File: src/rtl/ic_fill_pkg.sv
// Shared types and packed-word field layout for the instruction-cache fill engine.
package ic_fill_pkg;

    typedef enum logic [1:0] {
        ST_IDLE = 2'd0,
        ST_REQ  = 2'd1,
        ST_FILL = 2'd2,
        ST_DONE = 2'd3
    } fill_state_e;

    localparam int INS_MSB    = 38;
    localparam int INS_LSB    = 9;
    localparam int IDX_MSB    = 8;
    localparam int IDX_LSB    = 1;
    localparam int VLD_BIT    = 0;
    localparam int FILL_LEN_W = 8;

    function automatic logic [FILL_LEN_W-1:0] fill_len(input logic is_int,
                                                       input int   isa_depth,
                                                       input int   int_depth);
        return is_int ? FILL_LEN_W'(int_depth) : FILL_LEN_W'(isa_depth);
    endfunction

endpackage

File: src/rtl/ic_fill_engine_if.sv
// Bus bundle between the fill engine (master) and cache / DDR / FIFO environment (slave).
interface ic_fill_engine_if #(
    parameter int DDR_ADDR_WIDTH = 28,
    parameter int ISA_WIDTH      = 30,
    parameter int IC_ADDR_WIDTH  = 7
);
    logic                      miss_req;
    logic [DDR_ADDR_WIDTH-1:0] miss_addr;
    logic                      miss_is_int;
    logic                      busy;
    logic                      ins_read_req;
    logic [DDR_ADDR_WIDTH-1:0] ins_read_addr;
    logic [7:0]                ins_read_len;
    logic                      ins_reading;
    logic [ISA_WIDTH+8:0]      fifo_dout;
    logic                      fifo_empty;
    logic                      fifo_rd_en;
    logic                      cache_we;
    logic [IC_ADDR_WIDTH-1:0]  cache_waddr;
    logic [ISA_WIDTH-1:0]      cache_wdata;
    logic                      fill_done;
    logic                      seq_err;
    logic                      timeout_err;

    modport master (
        input  miss_req, miss_addr, miss_is_int, ins_reading, fifo_dout, fifo_empty,
        output busy, ins_read_req, ins_read_addr, ins_read_len, fifo_rd_en,
               cache_we, cache_waddr, cache_wdata, fill_done, seq_err, timeout_err
    );

    modport slave (
        output miss_req, miss_addr, miss_is_int, ins_reading, fifo_dout, fifo_empty,
        input  busy, ins_read_req, ins_read_addr, ins_read_len, fifo_rd_en,
               cache_we, cache_waddr, cache_wdata, fill_done, seq_err, timeout_err
    );
endinterface

File: src/rtl/ic_fill_unpack.sv
// Splits a packed FIFO word into instruction, sequence index and valid flag.
module ic_fill_unpack
    import ic_fill_pkg::*;
#(
    parameter int ISA_WIDTH = 30
) (
    input  logic [ISA_WIDTH+8:0] word,
    output logic [ISA_WIDTH-1:0] ins,
    output logic [7:0]           idx,
    output logic                 valid
);
    assign ins   = word[INS_MSB:INS_LSB];
    assign idx   = word[IDX_MSB:IDX_LSB];
    assign valid = word[VLD_BIT];
endmodule

File: src/rtl/ic_fill_engine.sv
// Instruction-cache refill sequencer: burst request, FIFO unpack, cache write, completion.
// Optional watchdog enabled by defining IC_FILL_TIMEOUT_EN.
module ic_fill_engine
    import ic_fill_pkg::*;
#(
    parameter int DDR_ADDR_WIDTH = 28,
    parameter int ISA_WIDTH      = 30,
    parameter int ISA_DEPTH      = 72,
    parameter int INT_INS_DEPTH  = 27,
    parameter int IC_ADDR_WIDTH  = 7,
    parameter int TIMEOUT_CYCLES = 4096
) (
    input logic               clk,
    input logic               rst,
    ic_fill_engine_if.master  bus
);
    if ((IC_ADDR_WIDTH > FILL_LEN_W) || ((1 << IC_ADDR_WIDTH) < ISA_DEPTH) ||
        (ISA_DEPTH > 255) || (INT_INS_DEPTH > 255) ||
        (TIMEOUT_CYCLES < 1) || (TIMEOUT_CYCLES > 65536)) begin : g_bad_cfg
        $error("ic_fill_engine: inconsistent parameter set");
    end

    fill_state_e               state_q, state_d;
    logic                      busy_q, busy_d;
    logic                      req_q, req_d;
    logic [DDR_ADDR_WIDTH-1:0] addr_q, addr_d;
    logic [FILL_LEN_W-1:0]     len_q, len_d;
    logic [FILL_LEN_W-1:0]     word_cnt_q, word_cnt_d;
    logic                      rd_pending_q, rd_pending_d;
    logic                      cache_we_q, cache_we_d;
    logic [IC_ADDR_WIDTH-1:0]  waddr_q, waddr_d;
    logic [ISA_WIDTH-1:0]      wdata_q, wdata_d;
    logic                      fill_done_q, fill_done_d;
    logic                      seq_err_q, seq_err_d;
    logic                      timeout_err_q, timeout_err_d;
    logic                      fifo_rd_en;
    logic                      wr_evt;
    logic                      wd_expired;

    logic [ISA_WIDTH-1:0] ins;
    logic [7:0]           idx;
    logic                 valid;

    ic_fill_unpack #(.ISA_WIDTH(ISA_WIDTH)) u_unpack (
        .word  (bus.fifo_dout),
        .ins   (ins),
        .idx   (idx),
        .valid (valid)
    );

    // A popped word is presented one cycle after its pop; invalid words are skipped.
    assign wr_evt = (state_q == ST_FILL) && rd_pending_q && valid;

`ifdef IC_FILL_TIMEOUT_EN
    logic [15:0] wd_q, wd_d;
    logic        wd_active, wd_progress;

    always_comb begin
        wd_active   = (state_q == ST_REQ) || (state_q == ST_FILL);
        wd_progress = ((state_q == ST_REQ) && bus.ins_reading) || wr_evt;
        wd_expired  = wd_active && !wd_progress && (wd_q == 16'(TIMEOUT_CYCLES - 1));
        wd_d        = 16'd0;
        if (wd_active && !wd_progress) begin
            wd_d = wd_q + 16'd1;
        end
    end

    always_ff @(posedge clk) begin
        if (rst) wd_q <= 16'd0;
        else     wd_q <= wd_d;
    end
`else
    assign wd_expired = 1'b0;
`endif

    always_ff @(posedge clk) begin
        if (rst) begin
            state_q       <= ST_IDLE;
            busy_q        <= 1'b0;
            req_q         <= 1'b0;
            addr_q        <= '0;
            len_q         <= '0;
            word_cnt_q    <= '0;
            rd_pending_q  <= 1'b0;
            cache_we_q    <= 1'b0;
            waddr_q       <= '0;
            wdata_q       <= '0;
            fill_done_q   <= 1'b0;
            seq_err_q     <= 1'b0;
            timeout_err_q <= 1'b0;
        end else begin
            state_q       <= state_d;
            busy_q        <= busy_d;
            req_q         <= req_d;
            addr_q        <= addr_d;
            len_q         <= len_d;
            word_cnt_q    <= word_cnt_d;
            rd_pending_q  <= rd_pending_d;
            cache_we_q    <= cache_we_d;
            waddr_q       <= waddr_d;
            wdata_q       <= wdata_d;
            fill_done_q   <= fill_done_d;
            seq_err_q     <= seq_err_d;
            timeout_err_q <= timeout_err_d;
        end
    end

    always_comb begin
        state_d = state_q;
        case (state_q)
            ST_IDLE: if (bus.miss_req)            state_d = ST_REQ;
            ST_REQ:  if (bus.ins_reading)         state_d = ST_FILL;
            ST_FILL: if (word_cnt_q == len_q)     state_d = ST_DONE;
            default:                              state_d = ST_IDLE;
        endcase
        if (wd_expired) state_d = ST_DONE;
    end

    // Pops in IDLE discard stale data; in FILL the in-flight word is counted so no over-read.
    always_comb begin
        fifo_rd_en = 1'b0;
        if (!rst && !bus.fifo_empty) begin
            case (state_q)
                ST_IDLE: fifo_rd_en = 1'b1;
                ST_FILL: fifo_rd_en = ({1'b0, word_cnt_q} + {8'd0, rd_pending_q}) < {1'b0, len_q};
                default: fifo_rd_en = 1'b0;
            endcase
        end
    end

    always_comb begin
        busy_d        = (state_d != ST_IDLE);
        req_d         = (state_d == ST_REQ);
        fill_done_d   = (state_d == ST_DONE);
        rd_pending_d  = fifo_rd_en;
        addr_d        = addr_q;
        len_d         = len_q;
        word_cnt_d    = word_cnt_q;
        cache_we_d    = 1'b0;
        waddr_d       = waddr_q;
        wdata_d       = wdata_q;
        seq_err_d     = seq_err_q;
        timeout_err_d = timeout_err_q | wd_expired;

        if ((state_q == ST_IDLE) && bus.miss_req) begin
            addr_d     = bus.miss_addr;
            len_d      = fill_len(bus.miss_is_int, ISA_DEPTH, INT_INS_DEPTH);
            word_cnt_d = '0;
        end

        // The write slot comes from word_cnt even when the carried index disagrees.
        if (wr_evt) begin
            cache_we_d = 1'b1;
            waddr_d    = word_cnt_q[IC_ADDR_WIDTH-1:0];
            wdata_d    = ins;
            word_cnt_d = word_cnt_q + 8'd1;
            if (idx != word_cnt_q) seq_err_d = 1'b1;
        end
    end

    assign bus.busy          = busy_q;
    assign bus.ins_read_req  = req_q;
    assign bus.ins_read_addr = addr_q;
    assign bus.ins_read_len  = len_q;
    assign bus.fifo_rd_en    = fifo_rd_en;
    assign bus.cache_we      = cache_we_q;
    assign bus.cache_waddr   = waddr_q;
    assign bus.cache_wdata   = wdata_q;
    assign bus.fill_done     = fill_done_q;
    assign bus.seq_err       = seq_err_q;
    assign bus.timeout_err   = timeout_err_q;

endmodule

File: src/flat_wrapper.sv
// flat-port wrapper written by rule: the top's interface ports become plain ports
module ic_fill_engine_flat import ic_fill_pkg::*;
#(
    parameter int DDR_ADDR_WIDTH = 28,
    parameter int ISA_WIDTH      = 30,
    parameter int ISA_DEPTH      = 72,
    parameter int INT_INS_DEPTH  = 27,
    parameter int IC_ADDR_WIDTH  = 7,
    parameter int TIMEOUT_CYCLES = 4096
)
  (clk, rst, bus_miss_req, bus_miss_addr, bus_miss_is_int, bus_ins_reading, bus_fifo_dout, bus_fifo_empty, bus_busy, bus_ins_read_req, bus_ins_read_addr, bus_ins_read_len, bus_fifo_rd_en, bus_cache_we, bus_cache_waddr, bus_cache_wdata, bus_fill_done, bus_seq_err, bus_timeout_err);
  ic_fill_engine_if #(.DDR_ADDR_WIDTH(DDR_ADDR_WIDTH), .ISA_WIDTH(ISA_WIDTH), .IC_ADDR_WIDTH(IC_ADDR_WIDTH)) bus_i ();
  input logic clk;
  input logic rst;
  input wire logic [$bits(bus_i.miss_req)-1:0] bus_miss_req;
  input wire logic [$bits(bus_i.miss_addr)-1:0] bus_miss_addr;
  input wire logic [$bits(bus_i.miss_is_int)-1:0] bus_miss_is_int;
  input wire logic [$bits(bus_i.ins_reading)-1:0] bus_ins_reading;
  input wire logic [$bits(bus_i.fifo_dout)-1:0] bus_fifo_dout;
  input wire logic [$bits(bus_i.fifo_empty)-1:0] bus_fifo_empty;
  output wire logic [$bits(bus_i.busy)-1:0] bus_busy;
  output wire logic [$bits(bus_i.ins_read_req)-1:0] bus_ins_read_req;
  output wire logic [$bits(bus_i.ins_read_addr)-1:0] bus_ins_read_addr;
  output wire logic [$bits(bus_i.ins_read_len)-1:0] bus_ins_read_len;
  output wire logic [$bits(bus_i.fifo_rd_en)-1:0] bus_fifo_rd_en;
  output wire logic [$bits(bus_i.cache_we)-1:0] bus_cache_we;
  output wire logic [$bits(bus_i.cache_waddr)-1:0] bus_cache_waddr;
  output wire logic [$bits(bus_i.cache_wdata)-1:0] bus_cache_wdata;
  output wire logic [$bits(bus_i.fill_done)-1:0] bus_fill_done;
  output wire logic [$bits(bus_i.seq_err)-1:0] bus_seq_err;
  output wire logic [$bits(bus_i.timeout_err)-1:0] bus_timeout_err;
  assign bus_i.miss_req = bus_miss_req;
  assign bus_i.miss_addr = bus_miss_addr;
  assign bus_i.miss_is_int = bus_miss_is_int;
  assign bus_i.ins_reading = bus_ins_reading;
  assign bus_i.fifo_dout = bus_fifo_dout;
  assign bus_i.fifo_empty = bus_fifo_empty;
  assign bus_busy = bus_i.busy;
  assign bus_ins_read_req = bus_i.ins_read_req;
  assign bus_ins_read_addr = bus_i.ins_read_addr;
  assign bus_ins_read_len = bus_i.ins_read_len;
  assign bus_fifo_rd_en = bus_i.fifo_rd_en;
  assign bus_cache_we = bus_i.cache_we;
  assign bus_cache_waddr = bus_i.cache_waddr;
  assign bus_cache_wdata = bus_i.cache_wdata;
  assign bus_fill_done = bus_i.fill_done;
  assign bus_seq_err = bus_i.seq_err;
  assign bus_timeout_err = bus_i.timeout_err;
  ic_fill_engine #(.DDR_ADDR_WIDTH(DDR_ADDR_WIDTH), .ISA_WIDTH(ISA_WIDTH), .ISA_DEPTH(ISA_DEPTH), .INT_INS_DEPTH(INT_INS_DEPTH), .IC_ADDR_WIDTH(IC_ADDR_WIDTH), .TIMEOUT_CYCLES(TIMEOUT_CYCLES)) u_core (.clk(clk), .rst(rst), .bus(bus_i));
endmodule
File: config.mk
export PLATFORM = sky130hd
export DESIGN_NAME = ic_fill_engine_flat
export DESIGN_NICKNAME = d
export VERILOG_FILES = /design/src/rtl/ic_fill_pkg.sv /design/src/rtl/ic_fill_engine_if.sv /design/src/rtl/ic_fill_unpack.sv /design/src/rtl/ic_fill_engine.sv /design/src/flat_wrapper.sv
export SDC_FILE = /design/constraint.sdc
export NUM_CORES = 1
export LEC_CHECK = 0
export ABC_CLOCK_PERIOD_IN_PS = 6800
export BUFFER_PORTS_ARGS = -buffer_cell sky130_fd_sc_hd__buf_2
export CAP_MARGIN = 20
export CELL_PAD_IN_SITES_DETAIL_PLACEMENT = 1
export CELL_PAD_IN_SITES_GLOBAL_PLACEMENT = 1
export CORE_MARGIN = 8
export CORE_UTILIZATION = 25
export CTS_CLUSTER_DIAMETER = 150
export DETAILED_ROUTE_END_ITERATION = 8
export GPL_TIMING_DRIVEN = 0
export PLACE_DENSITY_LB_ADDON = 0.1
export SLEW_MARGIN = 20
export SYNTH_ARGS = -nofsm -noshare
export SYNTH_HDL_FRONTEND = slang
export SYNTH_SLANG_ARGS = --single-unit
File: constraint.sdc
create_clock -name clk -period 6.8 [get_ports clk]
set_input_delay 0.68 -clock clk [delete_from_list [all_inputs] [get_ports clk]]
set_output_delay 0.68 -clock clk [all_outputs]
set_load 0.02 [all_outputs]
==> results of run 1 <==
## cell usage in the layout (no fill, tap or decap), types with 2 or more instances in the layout
| cell type | n |
|---|---|
| a211oi_1 | 3 |
| a21oi_1 | 75 |
| a31oi_1 | 2 |
| buf_2 | 150 |
| buf_4 | 7 |
| buf_6 | 6 |
| bufinv_16 | 2 |
| clkbuf_1 | 24 |
| clkbuf_16 | 9 |
| clkbuf_8 | 3 |
| conb_1 | 4 |
| dfxtp_1 | 84 |
| ha_1 | 7 |
| inv_1 | 3 |
| mux2_2 | 3 |
| nand2_1 | 138 |
| nand2b_1 | 2 |
| nand3_1 | 7 |
| nand4_1 | 3 |
| nor2_1 | 16 |
| nor4_1 | 3 |
| o21ai_0 | 5 |
| o31a_1 | 2 |
| or4_1 | 3 |
| xnor2_1 | 7 |
| xor2_1 | 8 |
## cell usage after synthesis (2+ instances only)
cell,instances
a211oi_1,3
a21oi_1,75
a31oi_1,2
buf_2,2
buf_4,7
buf_6,6
clkbuf_1,23
clkbuf_8,2
dfxtp_1,84
ha_1,7
inv_1,3
mux2_2,3
nand2_1,138
nand2b_1,2
nand3_1,7
nand4_1,3
nor2_1,16
nor4_1,3
o21ai_0,5
o31a_1,2
or4_1,3
xnor2_1,7
xor2_1,8
## critical path, cell delays in order (launching register included)
cell and delay (ns):
dfxtp_1 0.38, ha_1 0.26, ha_1 0.28, nand2_1 0.09
xnor2_1 0.13, ha_1 0.18, or4_1 0.43, nor4b_1 0.29
a21oi_1 0.08, o21ai_0 0.22, buf_2 0.20
## worst paths after layout
check,cells past startpoint,to,slack [ns],startpoint
setup / recovery,10,bus_fifo_rd_en,3.23,u_core.word_cnt_q[0]
hold / removal,2,u_core.bus.ins_read_addr[19],0.45,u_core.bus.ins_read_addr[19]
setup reg to reg,9,u_core.rd_pending_q,4.43,u_core.word_cnt_q[0]
hold reg to reg,2,u_core.bus.ins_read_addr[19],0.45,u_core.bus.ins_read_addr[19]
## sequential cells by signal, indices dropped and copies added (netlist names)
register and cells:
u_core.bus.seq_err 1, u_core.word_cnt_q 8, u_core.bus.cache_wdata 30, u_core.bus.ins_read_req 1, u_core.bus.cache_we 1, u_core.bus.ins_read_addr 28, u_core.bus.fill_done 1, u_core.bus.cache_waddr 7
u_core.bus.ins_read_len 3, u_core.state_q 2, u_core.rd_pending_q 1, u_core.bus.busy 1
## cell families (layout without fill, tap and decap cells)
group / Yosys count / in the layout / synth area share
AO/OA/AOI/OAI: 92 / 92 / 0.143
XOR/XNOR: 15 / 15 / 0.0378
adder cells (fa/ha/maj): 7 / 7 / 0.0252
buffers and inverters: 43 / 206 / 0.0734
flip-flops: 84 / 84 / 0.483
multiplexers: 3 / 3 / 0.00971
other: 1 / 4 / 0.00108
AND/OR/NAND/NOR: 184 / 184 / 0.226
## routing by layer
metal / track usage / share of wire / routed length, um
met1: 0.151 / 0.44 / 5130
met2: 0.211 / 0.46 / 5420
met3: 0.0509 / 0.087 / 1020
met4: 0.0430 / 0.012 / 138
met5: 0 / 0 / 0
## stage by stage
step | setup WS, ns | hold WS, ns
final | 3.23 | 0.450
after global routing | 3.04 | 0.466
after detailed placement | 3.57 | 0.446
after floorplan | 3.72 | 0.520
after global placement | 3.65 | 0.439
after CTS | 3.20 | 0.455
## power by group
group          leakage [nW]  switching (W)  total, W  internal (W)
logic                  1.30      0.0000862  0.000140     0.0000540
registers             0.683     0.00000992  0.000520      0.000510
clock network         0.156       0.000197  0.000527      0.000330
## layout make-up
cell class / instances / area [um^2] / area share
buffer: 40 / 244 / 0.0511
clock buffer: 11 / 243 / 0.0509
clock inverter: 4 / 73.8 / 0.0155
inverter: 3 / 11.3 / 0.00236
multi-input combinational: 305 / 1550 / 0.326
sequential: 84 / 1680 / 0.352
tap: 180 / 225 / 0.0472
timing repair buffer: 148 / 741 / 0.155
==> impl_metrics.py, run 1 <==
metrics = {
    "layout": {
        "post-route-util": 0.348,
        "antennaDiodeCount": 0,
        "finish.cell_count_without_fillers": 775,
        "fillCellCount": 1746,
        "post-route-cell-area_um2": 4770,
        "syn_to_final_growth_pct": 37.2,
        "nNetsFinal": 671,
        "layout-drive-gt1-share": 0.316,
    },
    "setup_path": {
        "cp_data_required_time_ns": 6.12,
        "worst_setup_path_end_kind": "output port",
        "critical_path_start_end_classification": "reg -> out",
        "cp_max_fo": 4,
        "worst_setup_path_start_kind": "register",
        "data_arrival_time_of_the_critical_path_ns": 2.89,
    },
    "route": {
        "overall_routed_net_length_mm": 11.7,
        "number_of_drc_markers_after_the_initial_detailed_route_iteration": 99,
        "drt_drc_violations_left": 0,
        "routed_via_density": 4.43,
        "drt_pre_antenna_iters": 4,
        "drt.antenna.violating_nets": 0,
        "detailroute.via_count": 3434,
        "avgRoutedWirePerCell_um": 15.1,
    },
    "global_route": {
        "first_global_vias": 3618,
        "first_pass_grt_wire_length_mm": 18.6,
        "global_route.overflow_total": 0,
        "gr-usage-all-layers": 0.129,
        "grt_max_degree": 14,
        "grt_antenna_before_repair": 0,
    },
    "clock_network": {
        "insertion_delay_ns": 0.34,
        "worst_setup_hold_path_clk_slew_ns": 0.07,
        "hold_buffers": 0,
        "ctsRootBufferMaster": "clkbuf_16",
        "cts_made_buffers": 9,
        "numClockSinks": 84,
        "htreeDepth": 3,
        "post_cts_resized": 0,
        "cts_setup_buffers": 0,
        "tritoncts": "yes",
        "clock_tree.buffer_depth": 2,
    },
    "power_and_ir_drop": {
        "static-leakage-power_nw": 2.14,
        "max-vdd-ir-drop_mv": 0.0909,
        "power_per_cell_area_nw_per_um2": 249,
        "post-layout-total-power_w": 0.00119,
    },
    "synthesis": {
        "instance_count_of_the_mapped_netlist": 429,
        "syn_area_um2": 3480,
        "synth.largest_area_cell": "dfxtp_1",
        "synth_register_bits": 84,
        "async_flop_share": 0,
        "synth_sequential_area_ratio": 0.483,
        "post_synth_edffs": 0,
        "synth.lib_cells_used.distinct": 41,
        "yosysTopAreaCellShare": 0.483,
        "yosys-top-cells-area": "dfxtp_1 (48%), nand2_1 (15%), a21oi_1 (11%)",
        "ys_warn_count": 0,
        "synthesis.area_per_instance_um2": 8.11,
        "dominantRegCellSynth": "dfxtp_1",
    },
    "sta": {
        "final.setup.tns_ns": 0,
        "unrepaired_setup_endpoints_after_global_routing": "no",
        "final-setup-viol-count": 0,
        "max-slew-margin-rel": 0.611,
        "worst_pin_slew_ns": 0.583,
        "maxSlewViolCount": 0,
        "final-hold-violation-count": 0,
        "max_freq_ghz": 0.280,
        "post-route-period-util": 0.525,
        "worst_clock_skew_ns": 0.00925,
        "final_period_minus_worst_setup_slack_ns": 3.57,
    },
    "outcome": {
        "status": "complete, no violations",
    },
    "floorplanning": {
        "floorplan.die.width_um": 134,
        "floorplan.die.height_um": 134,
        "start_util": 0.254,
        "placement_rows": 43,
        "boundaryPins": 153,
        "die_footprint_um2": 17900,
        "core_area_um2": 13700,
    },
    "placed_design": {
        "dpl.hpwl_mm": 8.97,
        "placed_cell_area_um2": 4460,
        "dp.cells": 760,
        "numPortBuffers": 148,
        "gp_congestion": 0.731,
    },
    "worst_hold_path": {
        "min_path_type": "reg -> reg",
    },
    "job": {
        "max-cap-violations": 0,
    },
}
No activity file was read; power rests on OpenSTA's default activity.
==> run 2, diff against run 1 <==
- ABC_CLOCK_PERIOD_IN_PS: 6800 -> 3200
- clock period: 6.8 -> 3.2 ns (I/O delays scaled with it)
==> impl_metrics.py, run 2 (synthesis gave the netlist of run 1 again) <==
metrics = {
    "global_route": {
        "global_route.overflow_total": 0,
        "gr-usage-all-layers": 0.129,
        "grt_antenna_before_repair": 0,
        "grt_max_degree": 14,
        "first_global_vias": 3620,
        "first_pass_grt_wire_length_mm": 18.6,
    },
    "setup_path": {
        "worst_setup_path_end_kind": "output port",
        "worstRegToRegCells": 9,
        "worst_r2r_endpoint": "u_core.rd_pending_q",
        "cp_max_fo": 4,
        "data_arrival_time_of_the_critical_path_ns": 2.73,
        "worst_setup_path_start_kind": "register",
        "flop2flop_setup_slack_ns": 0.92,
        "cp_data_required_time_ns": 2.88,
        "critical_path_start_end_classification": "reg -> out",
        "critical_path.reg2reg.startpoint": "u_core.word_cnt_q[0]",
    },
    "placed_design": {
        "gp_congestion": 0.731,
        "numPortBuffers": 148,
        "placement.setup.worst_slack_ns": 0.332,
        "dpl.hpwl_mm": 8.97,
    },
    "layout": {
        "final_common_cell": "buf_2",
        "antennaDiodeCount": 0,
        "post-route-util": 0.349,
        "syn_to_final_growth_pct": 37.5,
        "most-common-layout-cells": "buf_2 (150), nand2_1 (138), dfxtp_1 (84), a21oi_1 (75), clkbuf_1 (23)",
        "largest_register_ff_count": 30,
        "nNetsFinal": 671,
        "fillCellCount": 1744,
        "layout-drive-gt1-share": 0.323,
    },
    "route": {
        "routed_via_density": 4.42,
        "drt_pre_antenna_iters": 4,
        "avgRoutedWirePerCell_um": 15.1,
        "detailroute.via_count": 3422,
        "number_of_drc_markers_after_the_initial_detailed_route_iteration": 101,
        "overall_routed_net_length_mm": 11.7,
        "drt.antenna.violating_nets": 0,
        "drt_drc_violations_left": 0,
    },
    "floorplanning": {
        "floorplan.die.height_um": 134,
        "core_area_um2": 13700,
        "boundaryPins": 153,
        "die_footprint_um2": 17900,
        "placement_rows": 43,
        "start_util": 0.254,
        "floorplan.die.width_um": 134,
    },
    "power_and_ir_drop": {
        "clock_power_share": 0.444,
        "power.switching_w": 0.000623,
        "sequential_fraction_of_design_power": 0.438,
        "static-leakage-power_nw": 2.13,
        "switching_portion_of_total_power": 0.247,
        "intPower_w": 0.00190,
        "power_per_cell_area_nw_per_um2": 527,
        "max-vdd-ir-drop_mv": 0.193,
        "combinationalPowerShare": 0.118,
    },
    "clock_network": {
        "numClockSinks": 84,
        "cts_made_buffers": 9,
        "insertion_delay_ns": 0.34,
        "htreeDepth": 3,
        "hold_buffers": 0,
        "ctsRootBufferMaster": "clkbuf_16",
        "tritoncts": "yes",
        "worst_setup_hold_path_clk_slew_ns": 0.07,
        "clock_tree.buffer_depth": 2,
    },
    "sta": {
        "max-slew-margin-rel": 0.610,
        "post-route-period-util": 0.952,
        "worst_clock_skew_ns": 0.00967,
        "final-setup-viol-count": 0,
        "worst_pin_slew_ns": 0.584,
        "max_freq_ghz": 0.328,
        "final.setup.tns_ns": 0,
        "final_period_minus_worst_setup_slack_ns": 3.05,
        "fin_ws_ns": 0.153,
        "unrepaired_setup_endpoints_after_global_routing": "no",
        "maxSlewViolCount": 0,
        "final-hold-violation-count": 0,
    },
    "worst_hold_path": {
        "hold_end": "u_core.bus.ins_read_len[6]",
        "min_path_type": "in -> reg",
        "worst_hold_startpoint": "bus_miss_is_int",
        "worst_hold_path_stage_count": 2,
    },
    "job": {
        "max-cap-violations": 0,
    },
    "outcome": {
        "status": "complete, no violations",
    },
}
## run 2: timing repair
action | CTS | global route
endpoints found under the setup margin | 1 | 1
setup buffers | 0 | 0
gates cloned | 0 | 0
gates resized for setup | 2 | 4
## run 2: worst max-delay path by stage
stage	from	to	slack, ns	cells past startpoint
final	u_core.word_cnt_q[0]	bus_fifo_rd_en	0.15	10
after global routing	u_core.word_cnt_q[0]	bus_fifo_rd_en	0.007	10
after CTS	u_core.word_cnt_q[0]	bus_fifo_rd_en	0.03	10
after detailed placement	u_core.word_cnt_q[0]	bus_fifo_rd_en	0.33	10
after global placement	u_core.word_cnt_q[0]	bus_fifo_rd_en	0.41	10
after floorplan	u_core.word_cnt_q[0]	bus_fifo_rd_en	0.48	9
## run 2: area by class of cell
| class | count | area, um^2 | area share |
|---|---|---|---|
| sequential | 84 | 1680 | 0.351 |
| multi-input combinational | 305 | 1570 | 0.327 |
| inverter | 3 | 11.3 | 0.00235 |
| tap | 180 | 225 | 0.0471 |
| buffer | 40 | 245 | 0.0512 |
| timing repair buffer | 148 | 741 | 0.155 |
| clock buffer | 11 | 243 | 0.0507 |
| clock inverter | 4 | 73.8 | 0.0154 |
## run 2: per-stage QoR
stage / hold slack, ns / area [um^2] / power (W) / cells
2_1_floorplan: 0.413 / 3490 / 0.00130 / 432
3_3_place_gp: 0.439 / 4460 / 0.00143 / 760
3_5_place_dp: 0.446 / 4460 / 0.00143 / 760
4_1_cts: 0.172 / 4780 / 0.00257 / 775
5_1_grt: 0.182 / 4790 / 0.00265 / 775
6_report: 0.189 / 4790 / 0.00252 / 775
## run 2: routing by layer
metal  vias up  part of all wire  GRT usage
li1       1731                 -          -
met1      1586              0.44      0.151
met2        95              0.46      0.211
met3        10             0.087     0.0509
met4         0             0.012     0.0430
met5         -                 0          0
## run 2: power groups by stage
stage	Clock [W]	Sequential, W	Combinational (W)
6_report	0.00112	0.00111	0.000298
5_1_grt	0.00121	0.00111	0.000335
4_1_cts	0.00115	0.00111	0.000306
3_5_place_dp	0	0.00113	0.000305
3_3_place_gp	0	0.00113	0.000301
2_1_floorplan	0	0.00117	0.000132
## run 2: worst max-delay path, stage by stage (launching register included)
cell and delay (ns):
dfxtp_1 0.39, ha_2 0.25, ha_2 0.24, nand2_1 0.08, xnor2_1 0.13, ha_1 0.18, or4_1 0.44, nor4b_2 0.26
a21oi_1 0.08, o21ai_1 0.16, buf_2 0.19
